File: src/rtl/op_dispatch_if.sv
// op_dispatch_if: request/response handshake plus GET/PUT/DEL sub-FSM strobes
//  master: requester and sub-FSM side (drives req, resp_ready, done/error)
//  slave : dispatcher side (drives req_ready, resp, busy, en/enter)
interface op_dispatch_if;
  logic       req_valid, req_ready;
  logic [1:0] req_op;
  logic       resp_valid, resp_ready;
  logic [1:0] resp_status;
  logic       busy;
  logic       get_en, put_en, del_en;
  logic       get_enter, put_enter, del_enter;
  logic       get_done, put_done, del_done;
  logic       get_error, put_error, del_error;
  modport master(
    output req_valid, req_op, resp_ready,
           get_done, put_done, del_done, get_error, put_error, del_error,
    input  req_ready, resp_valid, resp_status, busy,
           get_en, put_en, del_en, get_enter, put_enter, del_enter
  );
  modport slave(
    input  req_valid, req_op, resp_ready,
           get_done, put_done, del_done, get_error, put_error, del_error,
    output req_ready, resp_valid, resp_status, busy,
           get_en, put_en, del_en, get_enter, put_enter, del_enter
  );
endinterface

File: src/rtl/op_dispatch_fsm.sv
// op_dispatch_fsm: accepts one cache op, runs the selected GET/PUT/DEL sub-FSM with a
//  watchdog, and returns a status word.
//  clk, rst_n (async active-low); bus.slave carries req_*/resp_*, busy, *_en/*_enter
//  outputs and *_done/*_error inputs. resp_status: 0=OK 1=ERROR 2=TIMEOUT 3=ILLEGAL.
module op_dispatch_fsm #(
  parameter int TIMEOUT_CYCLES = 15
) (
  input  logic         clk,
  input  logic         rst_n,
  op_dispatch_if.slave bus
);
  localparam int WW = $clog2(TIMEOUT_CYCLES + 1);
  typedef enum logic [1:0] {IDLE, RUN, RESP} state_e;
  typedef enum logic [1:0] {ST_OK, ST_ERROR, ST_TIMEOUT, ST_ILLEGAL} status_e;
  state_e        state_q, state_d;
  status_e       status_q, status_d;
  logic [1:0]    op_q, op_d;
  logic [WW-1:0] wdog_q, wdog_d;
  logic          run, enter, sel_done, sel_error;
  always_ff @(posedge clk or negedge rst_n)
    if (!rst_n) begin
      state_q  <= IDLE;
      status_q <= ST_OK;
      op_q     <= '0;
      wdog_q   <= '0;
    end else begin
      state_q  <= state_d;
      status_q <= status_d;
      op_q     <= op_d;
      wdog_q   <= wdog_d;
    end
  // wdog is cleared on accept and set to 1 in the enter cycle, so zero marks the enter cycle
  assign run       = state_q == RUN;
  assign enter     = run && wdog_q == '0;
  assign sel_done  = op_q == 2'd1 ? bus.get_done  : op_q == 2'd2 ? bus.put_done  : bus.del_done;
  assign sel_error = op_q == 2'd1 ? bus.get_error : op_q == 2'd2 ? bus.put_error : bus.del_error;
  always_comb begin
    state_d  = state_q;
    status_d = status_q;
    op_d     = op_q;
    wdog_d   = wdog_q;
    case (state_q)
      IDLE:
        if (bus.req_valid) begin
          if (bus.req_op == 2'd0) begin
            status_d = ST_ILLEGAL;
            state_d  = RESP;
          end else begin
            op_d    = bus.req_op;
            wdog_d  = '0;
            state_d = RUN;
          end
        end
      RUN:
        if (enter) wdog_d = WW'(1);
        else if (sel_error) begin
          status_d = ST_ERROR;
          state_d  = RESP;
        end else if (sel_done) begin
          status_d = ST_OK;
          state_d  = RESP;
        end else if (wdog_q == WW'(TIMEOUT_CYCLES)) begin
          status_d = ST_TIMEOUT;
          state_d  = RESP;
        end else wdog_d = wdog_q + 1'b1;
      RESP:
        if (bus.resp_ready) state_d = IDLE;
      default: state_d = IDLE;
    endcase
  end
  assign bus.req_ready   = state_q == IDLE;
  assign bus.resp_valid  = state_q == RESP;
  assign bus.resp_status = status_q;
  assign bus.busy        = state_q != IDLE;
  assign bus.get_en      = run && op_q == 2'd1;
  assign bus.put_en      = run && op_q == 2'd2;
  assign bus.del_en      = run && op_q == 2'd3;
  assign bus.get_enter   = enter && op_q == 2'd1;
  assign bus.put_enter   = enter && op_q == 2'd2;
  assign bus.del_enter   = enter && op_q == 2'd3;
endmodule
File: src/flat_wrapper.sv
// flat-port wrapper written by rule: the top's interface ports become plain ports
module op_dispatch_fsm_flat 
#(
  parameter int TIMEOUT_CYCLES = 15
)
  (clk, rst_n, bus_req_valid, bus_req_op, bus_resp_ready, bus_get_done, bus_put_done, bus_del_done, bus_get_error, bus_put_error, bus_del_error, bus_req_ready, bus_resp_valid, bus_resp_status, bus_busy, bus_get_en, bus_put_en, bus_del_en, bus_get_enter, bus_put_enter, bus_del_enter);
  op_dispatch_if bus_i ();
  input  logic clk;
  input  logic rst_n;
  input wire logic [$bits(bus_i.req_valid)-1:0] bus_req_valid;
  input wire logic [$bits(bus_i.req_op)-1:0] bus_req_op;
  input wire logic [$bits(bus_i.resp_ready)-1:0] bus_resp_ready;
  input wire logic [$bits(bus_i.get_done)-1:0] bus_get_done;
  input wire logic [$bits(bus_i.put_done)-1:0] bus_put_done;
  input wire logic [$bits(bus_i.del_done)-1:0] bus_del_done;
  input wire logic [$bits(bus_i.get_error)-1:0] bus_get_error;
  input wire logic [$bits(bus_i.put_error)-1:0] bus_put_error;
  input wire logic [$bits(bus_i.del_error)-1:0] bus_del_error;
  output wire logic [$bits(bus_i.req_ready)-1:0] bus_req_ready;
  output wire logic [$bits(bus_i.resp_valid)-1:0] bus_resp_valid;
  output wire logic [$bits(bus_i.resp_status)-1:0] bus_resp_status;
  output wire logic [$bits(bus_i.busy)-1:0] bus_busy;
  output wire logic [$bits(bus_i.get_en)-1:0] bus_get_en;
  output wire logic [$bits(bus_i.put_en)-1:0] bus_put_en;
  output wire logic [$bits(bus_i.del_en)-1:0] bus_del_en;
  output wire logic [$bits(bus_i.get_enter)-1:0] bus_get_enter;
  output wire logic [$bits(bus_i.put_enter)-1:0] bus_put_enter;
  output wire logic [$bits(bus_i.del_enter)-1:0] bus_del_enter;
  assign bus_i.req_valid = bus_req_valid;
  assign bus_i.req_op = bus_req_op;
  assign bus_i.resp_ready = bus_resp_ready;
  assign bus_i.get_done = bus_get_done;
  assign bus_i.put_done = bus_put_done;
  assign bus_i.del_done = bus_del_done;
  assign bus_i.get_error = bus_get_error;
  assign bus_i.put_error = bus_put_error;
  assign bus_i.del_error = bus_del_error;
  assign bus_req_ready = bus_i.req_ready;
  assign bus_resp_valid = bus_i.resp_valid;
  assign bus_resp_status = bus_i.resp_status;
  assign bus_busy = bus_i.busy;
  assign bus_get_en = bus_i.get_en;
  assign bus_put_en = bus_i.put_en;
  assign bus_del_en = bus_i.del_en;
  assign bus_get_enter = bus_i.get_enter;
  assign bus_put_enter = bus_i.put_enter;
  assign bus_del_enter = bus_i.del_enter;
  op_dispatch_fsm #(.TIMEOUT_CYCLES(TIMEOUT_CYCLES)) u_core (.clk(clk), .rst_n(rst_n), .bus(bus_i));
endmodule
File: config.mk
export PLATFORM = sky130hd
export DESIGN_NAME = op_dispatch_fsm_flat
export DESIGN_NICKNAME = d
export VERILOG_FILES = /design/src/rtl/op_dispatch_if.sv /design/src/rtl/op_dispatch_fsm.sv /design/src/flat_wrapper.sv
export SDC_FILE = /design/constraint.sdc
export NUM_CORES = 1
export LEC_CHECK = 0
export CORE_UTILIZATION = 40
export DETAILED_ROUTE_END_ITERATION = 16
export GPL_TIMING_DRIVEN = 0
export HOLD_SLACK_MARGIN = 0.1
export PLACE_DENSITY = 0.7
export SETUP_SLACK_MARGIN = 0.15
export SYNTH_ARGS = -nofsm -noshare
export SYNTH_HDL_FRONTEND = slang
export SYNTH_SLANG_ARGS = --single-unit
File: constraint.sdc
create_clock -name clk -period 4.85 [get_ports clk]
set_input_delay 1.2125 -clock clk [delete_from_list [all_inputs] [get_ports clk]]
set_output_delay 1.2125 -clock clk [all_outputs]
set_load 0.03 [all_outputs]
==> impl_table.tex <==
\begin{tabular}{lr}
\hline
Metric & Value \\
\hline
\multicolumn{2}{l}{\textbf{Run status}} \\
Outcome & finished clean \\
\multicolumn{2}{l}{\textbf{Clock tree}} \\
CTS clk-pin slew, worst paths & 60 ps \\
Hold-fix buffers at CTS & 0 \\
Buffer levels on the longest clock path & 2 \\
TritonCTS clock tree & yes \\
Clk\_lat worst skew & 270 ps \\
Setup Buffers After CTS & 0 \\
Total CTS buffers & 3 \\
Root Driver & sky130\_fd\_sc\_hd\_\_clkbuf\_4 \\
Number of gates given a new drive strength after cts & 0 \\
Number of clock sinks & 10 \\
Clock H-tree levels & 1 \\
\multicolumn{2}{l}{\textbf{Drt}} \\
Routed WL & 1.63 mm \\
DRT Pass-1 Iters & 4 \\
Vias per std cell & between 5 and 6 \\
Post-DRT Antenna Nets & 0 \\
Total via count in the routed design & between 600 and 700 \\
Number of DRC markers in iteration 0 & 5 \\
Final routed wire length divided by cell count & $\sim$13 µm \\
Remaining design rule violation count & 0 \\
\multicolumn{2}{l}{\textbf{Yosys}} \\
Main area contributors after synthesis & sky130\_fd\_sc\_hd\_\_dfrtp\_1 (34\%), sky130\_fd\_sc\_hd\_\_nor2\_1 (4.5\%), sky130\_fd\_sc\_hd\_\_mux2i\_1 (4.0\%), sky130\_fd\_sc\_hd\_\_or4b\_4 (3.7\%), sky130\_fd\_sc\_hd\_\_inv\_1 (3.5\%) \\
Cells after Synth & 78 \\
Post-synthesis net count & 92 \\
Cell taking the most area after synthesis & sky130\_fd\_sc\_hd\_\_dfrtp\_1 \\
Synthesized area divided by synthesized cell count & around 9.5 µm² \\
Number of different library cells in the post-synthesis netlist & 37 \\
Synth Register Bits & 10 \\
Mapped cell area & 744 µm² \\
Proportion of synthesized chip area in sequential cells & 0.336 \\
Area share of the leading cell type in the synthesized netlist & 0.336 \\
Total of warnings raised by yosys & 0 \\
\multicolumn{2}{l}{\textbf{Cells and area}} \\
Final Net Count & about 120 \\
Layout cells sized above 1 & 0.175 \\
Filler-free cell count of the finished design & 128 \\
Area taken by flip-flops and latches & between 200 and 300 µm² \\
Count of inserted antenna diode cells & 0 \\
\# fillers & 151 \\
Multi-input logic area & between 400 and 500 µm² \\
Top library cells by usage in the layout, fill and taps aside & sky130\_fd\_sc\_hd\_\_clkdlybuf4s50\_1 (22), sky130\_fd\_sc\_hd\_\_dfrtp\_1 (10), sky130\_fd\_sc\_hd\_\_nor2\_1 (9) \\
Relative area change from synthesis to final layout & 36.8\% \\
Leading cell type in the layout, fill and taps excluded & sky130\_fd\_sc\_hd\_\_clkdlybuf4s50\_1 \\
\multicolumn{2}{l}{\textbf{GRT}} \\
Aggregate global-route resource usage & 0.178 \\
Maximum number of pins on one net before global-route repair & 11 \\
First-pass GRT wire length & about 2.6 mm \\
Number of global-route vias before repair & just under 600 \\
Initial antenna violation count & 0 \\
GRT Residual Overflow & 0 \\
\multicolumn{2}{l}{\textbf{STA}} \\
RSZ-0062 raised after global routing & false \\
Final period util & 0.751 \\
Worst-case headroom to the max-slew limit & 0.695 \\
Worst setup skew after layout & 4.60 ps \\
Measured slew at the worst slew-check pin & about 460 ps \\
Final critical path time including I/O delays and setup & around 3600 ps \\
Setup-failing EPs final & 0 \\
Count of pins over their slew limit & 0 \\
Accumulated negative setup slack & 0 ps \\
Count of final hold-check violations & 0 \\
F\_max & between 200 and 300 MHz \\
\multicolumn{2}{l}{\textbf{Power and ir drop}} \\
Static power due to leakage & around 0.42 nW \\
Max rail drop VDD & between 200 and 300 µV \\
Pwr Density & 571 nW/µm² \\
\multicolumn{2}{l}{\textbf{Setup path}} \\
Largest driver fanout on the critical path & 9 \\
Worst setup slack for register-to-register paths & $\sim$3000 ps \\
Critical path required time & 3640 ps \\
Endpoint arrival time on the critical path & $\sim$2400 ps \\
Cell breakdown of the critical path & inv\_1 -> ha\_1 -> or3b\_2 -> clkbuf\_1 -> nor3\_1 -> clkdlybuf4s50\_1 \\
Critical-path cell with the highest stage delay & sky130\_fd\_sc\_hd\_\_clkdlybuf4s50\_1 \\
Critical path start-end classification & register to output pin \\
CP peak stage delay & 690 ps \\
CP startpoint kind & register \\
Element type at the critical path end & output pin \\
\multicolumn{2}{l}{\textbf{Worst hold path}} \\
Tightest Hold Check Type & register to register \\
\multicolumn{2}{l}{\textbf{Die}} \\
Chip width & between 40 and 50 µm \\
Full die area & 2040 µm² \\
Die extent in y & approximately 45 µm \\
Std-Cell Rows & 15 \\
I/O pins & 23 \\
CORE AREA & around 1700 µm² \\
Initial core utilization & 0.431 \\
\multicolumn{2}{l}{\textbf{Place}} \\
Gpl congestion & slightly above 0.7 \\
Post-DP HPWL & $\sim$1.2 mm \\
Placed cell count & about 130 \\
Count of input and output buffers & 22 \\
\multicolumn{2}{l}{\textbf{Run}} \\
Number of maximum-capacitance violations & 0 \\
\hline
\end{tabular}
[layer usage]
| layer | GRT usage | part of all wire | up-vias |
|---|---|---|---|
| li1 | - | - | 343 |
| met5 | 0 | 0 | - |
| met3 | 0.0360 | 0.049 | 4 |
| met1 | 0.229 | 0.46 | 296 |
| met4 | 0.0848 | 0.022 | 0 |
| met2 | 0.284 | 0.47 | 22 |
[cells in the mapped netlist]
| cell | count |
|---|---|
| sky130_fd_sc_hd__nor2_1 | 9 |
| sky130_fd_sc_hd__o31ai_2 | 1 |
| sky130_fd_sc_hd__inv_1 | 7 |
| sky130_fd_sc_hd__a211oi_1 | 2 |
| sky130_fd_sc_hd__mux2_2 | 2 |
| sky130_fd_sc_hd__o21ai_0 | 3 |
| sky130_fd_sc_hd__nand2b_1 | 1 |
| sky130_fd_sc_hd__o32ai_1 | 1 |
| sky130_fd_sc_hd__nor2b_1 | 1 |
| sky130_fd_sc_hd__a31oi_1 | 1 |
| sky130_fd_sc_hd__nand3_4 | 1 |
| sky130_fd_sc_hd__a31o_2 | 2 |
| sky130_fd_sc_hd__nand3_1 | 3 |
| sky130_fd_sc_hd__xor2_1 | 1 |
| sky130_fd_sc_hd__clkbuf_1 | 1 |
| sky130_fd_sc_hd__a21boi_0 | 1 |
| sky130_fd_sc_hd__and3_1 | 2 |
| sky130_fd_sc_hd__or3b_2 | 1 |
| sky130_fd_sc_hd__mux2i_1 | 3 |
| sky130_fd_sc_hd__nand2_1 | 3 |
| sky130_fd_sc_hd__o311a_2 | 1 |
| sky130_fd_sc_hd__nand4_1 | 1 |
| sky130_fd_sc_hd__o211ai_1 | 2 |
| sky130_fd_sc_hd__o311ai_4 | 1 |
| sky130_fd_sc_hd__nor4b_2 | 1 |
| sky130_fd_sc_hd__buf_2 | 1 |
| sky130_fd_sc_hd__a32o_1 | 1 |
| sky130_fd_sc_hd__nor4_1 | 1 |
| sky130_fd_sc_hd__or4b_4 | 2 |
| sky130_fd_sc_hd__ha_1 | 2 |
| sky130_fd_sc_hd__dfrtp_1 | 10 |
| sky130_fd_sc_hd__nor3_1 | 3 |
| sky130_fd_sc_hd__nand3b_1 | 1 |
| sky130_fd_sc_hd__a311o_1 | 1 |
| sky130_fd_sc_hd__a21oi_1 | 2 |
| sky130_fd_sc_hd__buf_6 | 1 |
| sky130_fd_sc_hd__buf_4 | 1 |
[state kept, by name (all words and copies together), names as in the netlist]
name	count
u_core.wdog_q	4
u_core.bus.resp_status	2
u_core.op_q	2
u_core.state_q	2
[kinds of logic after synthesis]
group | after synthesis | share of synthesized area
AND/OR/NAND/NOR | 30 | 0.254
AO/OA/AOI/OAI | 19 | 0.222
buffers and inverters | 11 | 0.0723
flip-flops | 10 | 0.336
multiplexers | 5 | 0.0706
adder cells (fa/ha/maj) | 2 | 0.0336
XOR/XNOR | 1 | 0.0118
[worst paths after layout]
check	cells past startpoint	start	end
setup / recovery	6	u_core.wdog_q[0]	bus_get_enter
min in group asynchronous	1	rst_n	u_core.op_q[0]
setup reg to reg	7	u_core.wdog_q[0]	u_core.bus.resp_status[0]
hold / removal	1	u_core.state_q[0]	u_core.state_q[1]
hold reg to reg	1	u_core.state_q[0]	u_core.state_q[1]
max in group asynchronous	1	rst_n	u_core.wdog_q[1]
[through the flow]
stage	hold slack, ps	power, W	setup slack, ps	util	cell area (µm²)
2_1_floorplan	495	0.000416	1770	-	744
3_3_place_gp	518	0.000524	1500	0.577	996
3_5_place_dp	529	0.000529	1500	0.577	996
4_1_cts	544	0.000586	1210	0.590	1020
5_1_grt	567	0.000626	1100	0.590	1020
6_report	540	0.000582	1210	0.590	1020
[critical path: cells and delay by family (launching register included)]
| kind | cells | cell delay, ps |
|---|---|---|
| fa+ha+maj | 1 | 140 |
| buf+inv | 3 | 990 |
| flops | 1 | 430 |
| simple gates | 2 | 610 |
[area by class of cell]
type | instances | share of cell area
flip-flops and latches | 10 | 0.246
repair buffers | 22 | 0.216
clock buffers | 3 | 0.0221
inverters | 7 | 0.0258
plain buffers | 4 | 0.0270
well taps | 25 | 0.0307
multi-input cells | 57 | 0.432
[power breakdown]
group | total, W | switching, W | internal, W
clock | 0.0000558 | 0.0000272 | 0.0000286
combinational | 0.000383 | 0.000218 | 0.000165
sequential | 0.000143 | 0.0000264 | 0.000117
total | 0.000582 | 0.000271 | 0.000311
(Power assumes the default switching activity.)
